## config.mk

```make
export PLATFORM = sky130hd
export DESIGN_NAME = mem_seq
export DESIGN_NICKNAME = d
export VERILOG_FILES = /design/src/rtl/mem_seq_pkg.sv /design/src/rtl/mem_wait_timer.sv /design/src/rtl/vDFFE.sv /design/src/rtl/mem_seq.sv
export SDC_FILE = /design/constraint.sdc
export NUM_CORES = 1
export LEC_CHECK = 0
export CAP_MARGIN = 20
export CORE_MARGIN = 5
export CORE_UTILIZATION = 40
export CTS_CLUSTER_DIAMETER = 150
export DETAILED_ROUTE_END_ITERATION = 10
export PLACE_DENSITY = 0.86
export SLEW_MARGIN = 0
export SYNTH_ARGS = -nofsm -noshare
export SYNTH_HDL_FRONTEND = slang
export SYNTH_SLANG_ARGS = --single-unit
```

## constraint.sdc

```tcl
create_clock -name clk -period 8.65 [get_ports clk]
set_clock_uncertainty 0.05 [all_clocks]
set_input_delay 1.73 -clock clk [delete_from_list [all_inputs] [get_ports clk]]
set_output_delay 1.73 -clock clk [all_outputs]
set_load 0.05 [all_outputs]
```

## src/rtl/mem_seq_pkg.sv

```systemverilog
// Shared encodings for the memory-access sequencer: memory command codes
// and the controller state type.
package mem_seq_pkg;

  localparam logic [1:0] MNONE  = 2'b00;
  localparam logic [1:0] MREAD  = 2'b01;
  localparam logic [1:0] MWRITE = 2'b10;

  typedef enum logic [2:0] {
    ST_IDLE  = 3'd0,
    ST_FETCH = 3'd1,
    ST_LDST  = 3'd2,
    ST_DONE  = 3'd3,
    ST_ERR   = 3'd4
  } state_t;

endpackage

```

## src/rtl/mem_wait_timer.sv

```systemverilog
// Saturating wait-state counter; expired flags the wait cycle whose count
// would reach MAX_WAIT.
module mem_wait_timer #(
  parameter int MAX_WAIT = 15
) (
  input  logic clk,
  input  logic clr,
  input  logic en,
  output logic expired
);

  localparam int CW = $clog2(MAX_WAIT + 1);

  logic [CW-1:0] cnt;

  always_ff @(posedge clk) begin
    if (clr)                               cnt <= '0;
    else if (en && cnt != CW'(MAX_WAIT))   cnt <= cnt + CW'(1);
  end

  assign expired = en && (cnt >= CW'(MAX_WAIT - 1));

endmodule

```

## src/rtl/vDFFE.sv

```systemverilog
// Plain enable register: captures d on a rising edge when en is high.
module vDFFE #(
  parameter int n = 1
) (
  input  logic         clk,
  input  logic         en,
  input  logic [n-1:0] d,
  output logic [n-1:0] q
);

  always_ff @(posedge clk)
    if (en) q <= d;

endmodule

```

## src/rtl/mem_seq.sv

```systemverilog
// Memory-access sequencer: owns PC and IR, serves instruction fetches and
// load/stores over a mem_ready handshake with a wait-state timeout.
module mem_seq
  import mem_seq_pkg::*;
#(
  parameter int          DATA_W   = 16,
  parameter int          ADDR_W   = 9,
  parameter int unsigned RESET_PC = 0,
  parameter int          MAX_WAIT = 15
) (
  input  logic              clk,
  input  logic              reset,
  input  logic              fetch_req,
  input  logic              ls_req,
  input  logic              ls_write,
  input  logic [ADDR_W-1:0] ls_addr,
  input  logic [DATA_W-1:0] ls_wdata,
  input  logic              pc_load,
  input  logic [ADDR_W-1:0] pc_target,
  input  logic [DATA_W-1:0] mem_rdata,
  input  logic              mem_ready,
  output logic [1:0]        mem_cmd,
  output logic [ADDR_W-1:0] mem_addr,
  output logic [DATA_W-1:0] mem_wdata,
  output logic [DATA_W-1:0] ir,
  output logic [DATA_W-1:0] ldata,
  output logic [ADDR_W-1:0] pc,
  output logic              busy,
  output logic              done,
  output logic              err
);

  state_t state, state_nxt;
  logic   in_cmd, accept, expired, fetch_ok;
  logic   pc_en, ir_en;
  logic [ADDR_W-1:0] pc_d;
  logic [DATA_W-1:0] ir_d;

  assign in_cmd   = (state == ST_FETCH) || (state == ST_LDST);
  assign accept   = (state == ST_IDLE) && !pc_load && (ls_req || fetch_req);
  assign fetch_ok = (state == ST_FETCH) && mem_ready;

  mem_wait_timer #(.MAX_WAIT(MAX_WAIT)) u_timer (
    .clk     (clk),
    .clr     (!reset || accept),
    .en      (in_cmd && !mem_ready),
    .expired (expired)
  );

  always_comb begin
    state_nxt = state;
    case (state)
      ST_IDLE: begin
        if (!pc_load) begin
          if (ls_req)         state_nxt = ST_LDST;
          else if (fetch_req) state_nxt = ST_FETCH;
        end
      end
      ST_FETCH, ST_LDST: begin
        if (mem_ready)    state_nxt = ST_DONE;
        else if (expired) state_nxt = ST_ERR;
      end
      ST_DONE: state_nxt = ST_IDLE;
      ST_ERR:  state_nxt = ST_ERR;
      default: state_nxt = ST_IDLE;
    endcase
  end

  always_ff @(posedge clk) begin
    if (!reset) state <= ST_IDLE;
    else        state <= state_nxt;
  end

  // Reset is folded into the enable path so the plain enable registers still clear.
  assign pc_en = !reset || ((state == ST_IDLE) && pc_load) || fetch_ok;
  assign pc_d  = !reset ? ADDR_W'(RESET_PC)
               : (state == ST_IDLE) ? pc_target : pc + ADDR_W'(1);
  assign ir_en = !reset || fetch_ok;
  assign ir_d  = !reset ? '0 : mem_rdata;

  vDFFE #(.n(ADDR_W)) u_pc (.clk(clk), .en(pc_en), .d(pc_d), .q(pc));
  vDFFE #(.n(DATA_W)) u_ir (.clk(clk), .en(ir_en), .d(ir_d), .q(ir));

  always_ff @(posedge clk) begin
    if (!reset) begin
      mem_cmd   <= MNONE;
      mem_addr  <= '0;
      mem_wdata <= '0;
      ldata     <= '0;
      busy      <= 1'b0;
      done      <= 1'b0;
      err       <= 1'b0;
    end else begin
      busy <= (state_nxt != ST_IDLE);
      done <= (state_nxt == ST_DONE);
      err  <= (state_nxt == ST_ERR);
      case (state)
        ST_IDLE: begin
          if (accept) begin
            if (ls_req) begin
              mem_addr  <= ls_addr;
              mem_wdata <= ls_wdata;
              mem_cmd   <= ls_write ? MWRITE : MREAD;
            end else begin
              mem_addr <= pc;
              mem_cmd  <= MREAD;
            end
          end
        end
        ST_FETCH, ST_LDST: begin
          if (mem_ready || expired) mem_cmd <= MNONE;
          if ((state == ST_LDST) && mem_ready && (mem_cmd == MREAD))
            ldata <= mem_rdata;
        end
        default: mem_cmd <= MNONE;
      endcase
    end
  end

endmodule

```

== Yosys cells after proc, flatten, opt, wreduce, memory -nomap -nowiden ==
Index checks and enable logic that the tools add are counted.

* Output and inout bits: 71
* Word-level logic and storage cells: 62
* Memories kept: 0
* Bits in registers: 78
* Bits in latches: 0
* ROM bits: 0
* RAM bits: 0

* Magnitude comparators: 1
* Equality and inequality tests: 9
* $add $sub $neg: 2
* Shift operators: 0
* Divide/modulo/power cells: 0
* Bitwise logic cells: 0
* Muxes and demuxes: 13
* $mul: 0
* Reduce and logical (&&, ||, !) cells: 26

{| class="wikitable"
|+ Operators with widths
! cell !! number
|-
| $mux W9 || 2
|-
| $mux W3 || 5
|-
| $add A9 B1 Y9 const B || 1
|-
| $logic_and A1 B1 Y1 || 9
|-
| $pmux W3 S3 || 1
|-
| $mux W2 || 4
|-
| $logic_or A1 B1 Y1 || 7
|-
| $eq A3 B2 Y1 const B || 2
|-
| $eq A3 B3 Y1 const B || 2
|-
| $reduce_and A2 Y1 || 3
|-
| $add A4 B1 Y4 const B || 1
|-
| $ge A4 B4 Y1 const B || 1
|-
| $ne A2 B2 Y1 const B || 2
|-
| $ne A4 B4 Y1 const B || 1
|-
| $pmux W2 S2 || 1
|-
| $eq A3 B1 Y1 const B || 1
|-
| $logic_not A1 Y1 || 3
|-
| $logic_not A3 Y1 || 1
|-
| $reduce_and A3 Y1 || 1
|-
| $reduce_bool A3 Y1 || 1
|-
| $eq A2 B1 Y1 const B || 1
|-
| $reduce_or A2 Y1 || 1
|}

== Logic depth before layout (Yosys ltp) ==
Gate-level depths: netlist of the first run.

* Word-level depth: 8
* Gate-level depth with buffers: 6

== Hierarchy ==
Synthesis of the first run repeated with hierarchy kept, for this count alone.

* Cells, all modules: 317
* Area, all modules: 3323.2 um^2

{| class="wikitable"
|+ By module, submodules not included
! module !! times used !! cells each !! area an instance (um^2)
|-
| mem_seq || 1 || 270 || 2353.5
|-
| vDFFE (u_ir) || 1 || 16 || 480.5
|-
| vDFFE (u_pc) || 1 || 9 || 270.3
|-
| mem_wait_timer || 1 || 22 || 219.0
|}

== Worst setup path after synthesis of the first run ==
Ideal clock, no wire load.

* Path type: input port to flip-flop
* Start: input port mem_ready
* End: register u_pc.q[0] (enable)
* Cell stages on the path: 3
* Data arrival time: 3.896 ns
* Setup slack: 4.373 ns
* Path through: inv_1 > o41ai_1 > a21o_1

* Word-level cells in the longest chain between the ends: 2

{| class="wikitable"
|+ RTL lines
! what !! line !! source
|-
| start, declared || mem_seq.sv:21 || <nowiki>input logic mem_ready,</nowiki>
|-
| $logic_and A1 B1 Y1 || mem_seq.sv:41 || <nowiki>assign fetch_ok = (state == ST_FETCH) && mem_ready;</nowiki>
|-
| $logic_or A1 B1 Y1 || mem_seq.sv:75 || <nowiki>assign pc_en = !reset || ((state == ST_IDLE) && pc_load) || fetch_ok;</nowiki>
|-
| net pc_en || mem_seq.sv:35 || <nowiki>logic pc_en, ir_en;</nowiki>
|-
| end signal, assigned || vDFFE.sv:12 || <nowiki>if (en) q <= d;</nowiki>
|-
| end, declared || vDFFE.sv:8 || <nowiki>output logic [n-1:0] q</nowiki>
|}

The timed path passes the listed nets, and every way through them passes these cells.
A chain may end at the register's enable or synchronous reset.

== Worst setup path in the final report of the first run ==
* Start: input port ls_req
* End: register mem_addr[8]

* Word-level cells in the longest chain between the ends: 3
* Elaborated cells between the ends (all ways): 4

{| class="wikitable"
|+ RTL lines
! what !! line !! source
|-
| start, declared || mem_seq.sv:14 || <nowiki>input logic ls_req,</nowiki>
|-
| $logic_or A1 B1 Y1 || mem_seq.sv:40 || <nowiki>assign accept = (state == ST_IDLE) && !pc_load && (ls_req || fetch_req);</nowiki>
|-
| $logic_and A1 B1 Y1 || mem_seq.sv:40 ||
|-
| $reduce_and A2 Y1 (no line) || - ||
|-
| end signal, assigned || mem_seq.sv:101 || <nowiki>mem_addr <= ls_addr;</nowiki>
|-
| end signal, assigned || mem_seq.sv:105 || <nowiki>mem_addr <= pc;</nowiki>
|-
| end, declared || mem_seq.sv:23 || <nowiki>output logic [ADDR_W-1:0] mem_addr,</nowiki>
|}

Several ways; a longest one is shown, not always the timed one.

==> flow_summary.toml, run 1 <==
[die]
fp.dieW_um = 101
fp.dieH_um = 101
rows = 33
pin_count = 128
start_util = 0.405
core_um2 = 8130
dieArea_um2 = 10200

[yosys]
ys_seq_area_frac = 0.550
ys_types = 46
yosysWarnings = 0
synth.largest_area_cell = "dfxtp_1"
synth_top_area_share = 0.322
synth.area.top_cells = "dfxtp_1, edfxtp_1, mux2i_1"
syn_inst = 322
async_reset_ff_frac = 0
synth_area_um2 = 3290
syn_area_per_cell_um2 = 10.2
yosys_most_used_dff = "dfxtp_1"
syn_nets = 382
synth_edf_count = 25
synth_seq_cells = 78

[min_path]
worstHoldPathType = "flip-flop to flip-flop"

[detailed_routing]
via_per_inst = 4.99
drcViolationCount = 0
drtAntennaViolNets = 0
wl_per_cell_um = 15.3
vias = 2772
routed_wl_mm = 8.47
first_pass_iters = 5
first_iter_violations = 90

[clock_tree]
postCtsHoldBufs = 0
ctsHtreeMaxLevel = 3
postCtsSetupBuffers = 0
clock_latency_ns = 0.35
cts_buffer_depth = 2
cts.repair.resized = 0
cts_inserted_buffers = 9
cts_tree = "built"
clk_pin_slew_ns = 0.07
clock-sinks = 78
root_buffer = "clkbuf_8"

[finish]
nets = 505
syn_to_final_growth_pct = 45.9
diodes = 0
drive_gt1_frac = 0.0578
final_util = 0.591
fill_cells = 656

[global_routing]
grt_pass1_wl_mm = 13.5
antenna_found_initial = 0
grt_pass1_vias = 2807
grt_max_degree = 33
grt_overflow_total = 0
grtUsageTotal = 0.168

[flow_run]
drv_cap = 0

[setup_path]
critical_path_peak_fanout = 19
cpMaxStageDelayCell = "clkdlybuf4s50_1"
worst_setup_path_start_kind = "input pin"
required_ns = 8.85
worstSetupEndpointType = "flip-flop"
critPathMaxStageDelay_ns = 0.95
arrival_ns = 3.91
path_cells = "clkdlybuf4s50_1 -> o21bai_1 -> nor2_2 -> nor2_1 -> a211oi_1"
path_class = "input pin to flip-flop"

[placement]
preCtsSetupSlack_ns = 4.58
place.gp.congestion = 0.837
io_buffers = 127
place.detailed.hpwl_mm = 6.32

[sta]
tightest_slew_ns = 0.872
min_period_ns = 3.71
clock.fmax_mhz = 270
slew_headroom = 0.417
fin_ws_ns = 4.94
maxSlewViolCount = 0
post-route-period-util = 0.429
hold_viol = 0
worst_hold_slack_ns = 0.406
setup_viol = 0
rsz0062_at_grt = "false"
setup_tns_ns = 0

[power]
p_per_area_nw_per_um2 = 200
ir_drop_uv = 92.1
p_leak_nw = 1.70

[status]
status = "finished clean"
[layout by cell type, fill, tap and decap left out, drive strengths merged, types with 3 or more instances in the layout]
cell	n
o21ai	9
ha	3
nor2	41
nand2b	3
nand2	40
xnor2	6
a21oi	24
dfxtp	53
clkbuf	12
and2	17
edfxtp	25
nand3	6
inv	4
clkdlybuf4s50	127
xor2	4
buf	3
a211oi	15
nor3	3
mux2i	26
[power by group]
| part | leakage [nW] | total, W | switching [W] | internal (W) |
|---|---|---|---|---|
| Sequential | 0.691 | 0.000438 | 0.0000269 | 0.000411 |
| Clock | 0.0904 | 0.000260 | 0.000127 | 0.000133 |
| Combinational | 0.918 | 0.000266 | 0.000165 | 0.000101 |
[cells by family after synthesis]
kind of cell,count (synthesis),share of synthesized area
buffers and inverters,22,0.0361
muxes,26,0.0790
adders and majority gates,3,0.0114
DFF,78,0.550
xor gates and xnor gates,10,0.0289
AOI/OAI and AO/OA,59,0.111
and+or+nand+nor,124,0.184
[per-layer routing]
metal | GRT usage | share of wire | vias up
met5 | 0 | 0 | -
met4 | 0.0767 | 0.020 | 0
met3 | 0.0401 | 0.078 | 15
met2 | 0.277 | 0.49 | 119
met1 | 0.207 | 0.42 | 1266
li1 | - | - | 1372
[flip-flops by register name, indices dropped and copies added (netlist names)]
register / count
err: 1
u_timer.cnt: 4
ldata: 16
mem_addr: 9
state: 3
busy: 1
u_ir.q: 16
mem_cmd: 2
u_pc.q: 9
done: 1
mem_wdata: 16
[path summary, 6_finish.rpt]
| path | from | endpoint | slack [ns] | cells past startpoint |
|---|---|---|---|---|
| worst max-delay path | ls_req | mem_addr[8] | 4.94 | 5 |
| worst min register to register | mem_wdata[8] | mem_wdata[8] | 0.41 | 2 |
| worst max register to register | state[1] | mem_addr[8] | 6.47 | 4 |
| worst min-delay path | mem_wdata[8] | mem_wdata[8] | 0.41 | 2 |
[stage by stage]
step                      cell area, µm²  total power, W  cells
after floorplan                     3290        0.000614    322
final                               4810        0.000964    555
after detailed placement            4620        0.000712    539
after global placement              4620        0.000706    539
after CTS                           4810        0.000969    555
after global routing                4810         0.00100    555
[Yosys cell counts, types with 2 or more instances]
| cell | n |
|---|---|
| nor3_1 | 3 |
| a211oi_1 | 15 |
| buf_1 | 2 |
| inv_1 | 4 |
| a21oi_1 | 24 |
| dfxtp_1 | 53 |
| nor2_1 | 39 |
| nor2_2 | 2 |
| nand3_1 | 6 |
| a31oi_1 | 2 |
| clkbuf_1 | 8 |
| xor2_1 | 3 |
| edfxtp_1 | 25 |
| o21ai_0 | 9 |
| mux2i_1 | 26 |
| nand2b_1 | 2 |
| ha_1 | 3 |
| and2_1 | 17 |
| buf_6 | 2 |
| xnor2_1 | 6 |
| o31a_1 | 2 |
| buf_2 | 4 |
| or2_2 | 2 |
| nor2b_1 | 2 |
| nand2_1 | 40 |
[area by class of cell]
class | count | area, µm² | share of cell area
Tap cell | 105 | 131 | 0.0273
Clock inverter | 4 | 47.5 | 0.00989
Multi-Input combinational cell | 222 | 1370 | 0.285
Timing Repair Buffer | 130 | 1290 | 0.269
Sequential cell | 78 | 1810 | 0.377
Clock buffer | 12 | 135 | 0.0281
Inverter | 4 | 15.0 | 0.00312
[critical path: cells and delay by family]
family / cells / cell delay, ns
AO/OA/AOI/OAI: 2 / 0.51
buffers and inverters: 1 / 0.95
AND/OR/NAND/NOR: 2 / 0.71
No activity file was read; power rests on OpenSTA's default activity.
==> run 2, diff against run 1 <==
==> constraint.sdc (replaced) <==
create_clock -name clk -period 3.8 [get_ports clk]
set_clock_uncertainty 0.05 [all_clocks]
set_input_delay 0.76 -clock clk [delete_from_list [all_inputs] [get_ports clk]]
set_output_delay 0.76 -clock clk [all_outputs]
set_load 0.05 [all_outputs]
==> flow_summary.toml, run 2 (synthesized netlist as in run 1, its figures left out) <==
[placement]
place.gp.congestion = 0.807
place.detailed.hpwl_mm = 6.32
io_buffers = 127

[finish]
final_common_cell = "clkdlybuf4s50_1"
diodes = 0
final_cell_mix = "clkdlybuf4s50_1, dfxtp_1, nand2_1"
drive_gt1_frac = 0.0642
syn_to_final_growth_pct = 48.0
nets = 507
top_regs = "ldata x16, mem_wdata x16, u_ir.q x16"

[clock_tree]
ctsHtreeMaxLevel = 3
cts_buffer_depth = 2
postCtsHoldBufs = 0
cts_tree = "built"
cts.repair.resized = 0
clk_pin_slew_ns = 0.08
postCtsSetupBuffers = 0
root_buffer = "clkbuf_8"
cts_inserted_buffers = 9
clock_latency_ns = 0.33
clock-sinks = 78

[die]
core_um2 = 8130
pin_count = 128
rows = 33
dieArea_um2 = 10200
fp.dieW_um = 101
start_util = 0.405
fp.dieH_um = 101

[setup_path]
required_ns = 2.99
path_delay_family = "buffers and inverters"
worstSetupEndpointType = "output pin"
path_class = "flip-flop to output pin"
worst_setup_path_start_kind = "flip-flop"
arrival_ns = 1.65
worst_r2r_endpoint = "mem_addr[0]"
timing.critical_path.buf_inv = 1
critical_path_peak_fanout = 5
regToRegStartpoint = "state[1]"
worstRegToRegCells = 4
cpMaxStageDelayCell = "clkdlybuf4s50_1"
critPathMaxStageDelay_ns = 0.86
path_cells = "clkdlybuf4s50_1"
ff2ff_setup_slack_ns = 1.72

[sta]
clock.fmax_mhz = 407
min_period_ns = 2.46
setup_viol = 0
maxSlewViolCount = 0
worst_hold_slack_ns = 0.407
post-route-period-util = 0.646
hold_viol = 0
tightest_slew_ns = 0.699
setup_tns_ns = 0
slew_headroom = 0.533
rsz0062_at_grt = "false"

[detailed_routing]
vias = 2797
first_iter_violations = 92
via_per_inst = 5.02
first_pass_iters = 4
wl_per_cell_um = 15.2
drtAntennaViolNets = 0
routed_wl_mm = 8.44
drcViolationCount = 0

[power]
p_per_area_nw_per_um2 = 477
ir_drop_uv = 236
p_leak_nw = 1.73

[global_routing]
grt_max_degree = 51
grtUsageTotal = 0.166
grt_pass1_vias = 2835
grt_pass1_wl_mm = 13.5
grt_overflow_total = 0
antenna_found_initial = 0

[flow_run]
drv_cap = 0

[min_path]
hold_path_end = "mem_wdata[3]"
min_path_cells = 2
min-delay-start = "mem_wdata[3]"
worstHoldPathType = "flip-flop to flip-flop"

[status]
status = "finished clean"
## run 2: cell type report
| cell class | instances | area (µm²) |
|---|---|---|
| fillers | 669 | 3260 |
| flip-flops and latches | 78 | 1810 |
| multi-input cells | 222 | 1370 |
| repair buffers | 132 | 1310 |
| well taps | 105 | 131 |
| clock buffers | 10 | 128 |
| clock inverters | 6 | 110 |
| inverters | 4 | 15.0 |
## run 2: per-layer routing
metal | track usage | vias up | routed length, µm | part of all wire
li1 | - | 1372 | - | -
met1 | 0.203 | 1301 | 3520 | 0.42
met2 | 0.288 | 110 | 4190 | 0.50
met3 | 0.0332 | 14 | 615 | 0.073
met4 | 0.0601 | 0 | 114 | 0.014
met5 | 0 | - | 0 | 0
## run 2: per-stage QoR
| stage | setup WS [ns] | total power [W] | util | std cells | area (µm²) |
|---|---|---|---|---|---|
| 3_3_place_gp | 1.41 | 0.00161 | 0.570 | 541 | 4640 |
| 5_1_grt | 1.30 | 0.00243 | 0.599 | 557 | 4880 |
| 2_1_floorplan | 0.493 | 0.00140 | - | 322 | 3290 |
| 4_1_cts | 1.32 | 0.00235 | 0.599 | 557 | 4880 |
| 3_5_place_dp | 1.27 | 0.00162 | 0.570 | 541 | 4640 |
| 6_report | 1.34 | 0.00233 | 0.599 | 557 | 4880 |
## run 2: power by group
| part | total [W] | switching (W) | internal, W |
|---|---|---|---|
| sequential | 0.000995 | 0.0000600 | 0.000935 |
| combinational | 0.000609 | 0.000378 | 0.000231 |
| clock | 0.000723 | 0.000287 | 0.000436 |
## run 2: worst max-delay path by stage
stage              start          end  slack (ns)  cells after the start
2_1_floorplan  mem_ready    u_pc.q[0]        0.49                      3
3_3_place_gp   mem_ready    u_pc.q[5]        1.41                      4
3_5_place_dp     pc_load  mem_addr[0]        1.27                      5
4_1_cts        u_pc.q[3]        pc[3]        1.32                      1
5_1_grt        u_pc.q[3]        pc[3]        1.30                      1
6_report       u_pc.q[6]        pc[6]        1.34                      1
## run 2: worst register-to-register path: stages, from the launching register on
cell	delay [ns]
dfxtp_1	0.45
or3_4	0.56
nor2_2	0.60
nor2_1	0.08
a211oi_1	0.24
==> run 3, diff against run 2 <==
--- a/config.mk
+++ b/config.mk
@@ -7,10 +7,10 @@
 export LEC_CHECK = 0
 export CAP_MARGIN = 20
 export CORE_MARGIN = 5
-export CORE_UTILIZATION = 40
+export CORE_UTILIZATION = 39
 export CTS_CLUSTER_DIAMETER = 150
 export DETAILED_ROUTE_END_ITERATION = 10
-export PLACE_DENSITY = 0.86
+export PLACE_DENSITY = 0.88
 export SLEW_MARGIN = 0
 export SYNTH_ARGS = -nofsm -noshare
 export SYNTH_HDL_FRONTEND = slang
==> constraint.sdc (replaced) <==
create_clock -name clk -period 2 [get_ports clk]
set_clock_uncertainty 0.05 [all_clocks]
set_input_delay 0.4 -clock clk [delete_from_list [all_inputs] [get_ports clk]]
set_output_delay 0.4 -clock clk [all_outputs]
set_load 0.05 [all_outputs]
==> flow_summary.toml, run 3 (synthesized netlist as in run 1, its figures left out) <==
[finish]
nets = 515
syn_to_final_growth_pct = 50.7
final_util = 0.604
drive_gt1_frac = 0.107
top_regs = "ldata x16, mem_wdata x16, u_ir.q x16"
final_cell_mix = "clkdlybuf4s50_1, dfxtp_1, nand2_1"
final_common_cell = "clkdlybuf4s50_1"
finalInstanceArea_um2 = 4960
diodes = 0

[setup_path]
path_class = "flip-flop to output pin"
critical_path_peak_fanout = 2
path_delay_family = "buffers and inverters"
critPathMaxStageDelay_ns = 0.83
cpMaxStageDelayCell = "clkdlybuf4s50_1"
worstSetupEndpointType = "output pin"
required_ns = 1.55
arrival_ns = 1.51
worstRegToRegCells = 5
regToRegStartpoint = "state[0]"
ff2ff_setup_slack_ns = 0.28
path_cells = "clkdlybuf4s50_1"
worst_r2r_endpoint = "mem_addr[1]"
timing.critical_path.buf_inv = 1
worst_setup_path_start_kind = "flip-flop"

[die]
fp.dieW_um = 102
fp.dieH_um = 102
dieArea_um2 = 10400
rows = 33
core_um2 = 8220
start_util = 0.401
pin_count = 128

[global_routing]
grt_overflow_total = 0
grt_pass1_wl_mm = 14.0
grt_pass1_vias = 2907
grt_max_degree = 32
grtUsageTotal = 0.171
antenna_found_initial = 0

[power]
p_leak_nw = 1.96
p_per_area_nw_per_um2 = 866
p_total_w = 0.00430
ir_drop_uv = 657

[detailed_routing]
first_pass_iters = 4
routed_wl_mm = 8.67
drtAntennaViolNets = 0
wl_per_cell_um = 15.4
drcViolationCount = 0
vias = 2863
first_iter_violations = 85
via_per_inst = 5.07

[placement]
io_buffers = 127
place_area_um2 = 4730
place.detailed.hpwl_mm = 6.60
place.gp.congestion = 0.792

[clock_tree]
cts_inserted_buffers = 9
cts_buffer_depth = 2
cts_tree = "built"
ctsHtreeMaxLevel = 3
clock-sinks = 78
clock_latency_ns = 0.34
root_buffer = "clkbuf_8"
clk_pin_slew_ns = 0.08
postCtsHoldBufs = 0

[min_path]
min-delay-start = "mem_wdata[13]"
worstHoldPathType = "flip-flop to flip-flop"
min_path_cells = 2
hold_path_end = "mem_wdata[13]"

[sta]
setup_viol = 0
rsz0062_at_grt = "false"
slew_headroom = 0.644
clock.fmax_mhz = 511
min_period_ns = 1.96
setup_tns_ns = 0
tightest_slew_ns = 0.533
post-route-period-util = 0.978
maxSlewViolCount = 0
hold_viol = 0

[flow_run]
drv_cap = 0

[status]
status = "finished clean"
-- run 3: cell types whose count changed in the layout (fill, tap and decap cells not counted), moves of 3 or more --
cell             previous run  this run
dlymetal6s2s_1              0         9
buf_4                       5        22
clkbuf_16                   0         3
bufinv_16                   3         0
buf_12                      0         4
clkdlybuf4s50_1           127       104
-- run 3: where the power goes --
part | total (W) | leakage, nW | internal [W] | switching [W]
Combinational | 0.00120 | 1.16 | 0.000460 | 0.000737
Sequential | 0.00188 | 0.691 | 0.00178 | 0.000108
Clock | 0.00122 | 0.110 | 0.000673 | 0.000545
-- run 3: final cells by class --
type                    count  area (µm²)
flip-flops and latches     78        1810
clock buffers              14         206
repair buffers            140        1410
fillers                   677        3250
multi-input cells         222        1380
well taps                 105         131
clock inverters             2        8.76
inverters                   4        15.0
-- run 3: through the flow --
step | cells | setup slack, ns | hold WS [ns]
after global routing | 565 | 0.00191 | 0.428
after floorplan | 322 | 0.0165 | 0.426
after global placement | 549 | -0.00879 | 0.392
after CTS | 565 | 0.0110 | 0.409
after detailed placement | 549 | -0.0252 | 0.400
final | 565 | 0.0436 | 0.405
-- run 3: metal layers --
metal,up-vias,wire (µm),global-route usage
li1,1388,-,-
met1,1342,3610,0.212
met2,121,4210,0.287
met4,0,112,0.0616
met5,-,0,0
met3,12,744,0.0457
-- run 3: worst max-delay path by stage --
stage | end | cells past startpoint | from
detailed placement | ldata[10] | 7 | mem_ready
global placement | u_ir.q[0] | 4 | mem_ready
global route | mem_wdata[0] | 1 | mem_wdata[0]
CTS | ldata[9] | 1 | ldata[9]
finish | mem_wdata[2] | 1 | mem_wdata[2]
floorplan | u_pc.q[0] | 4 | state[0]
-- run 3: worst min-delay path, stage by stage, from the launching register on --
cell	delay, ns
dfxtp_1	0.31
nand2_1	0.05
a21oi_1	0.05
-- run 3: what timing repair did --
item	4_1_cts	5_1_grt
endpoints found under the setup margin	1	13
gates resized for setup	1	10
buffers inserted	0	0
pin swaps	0	0
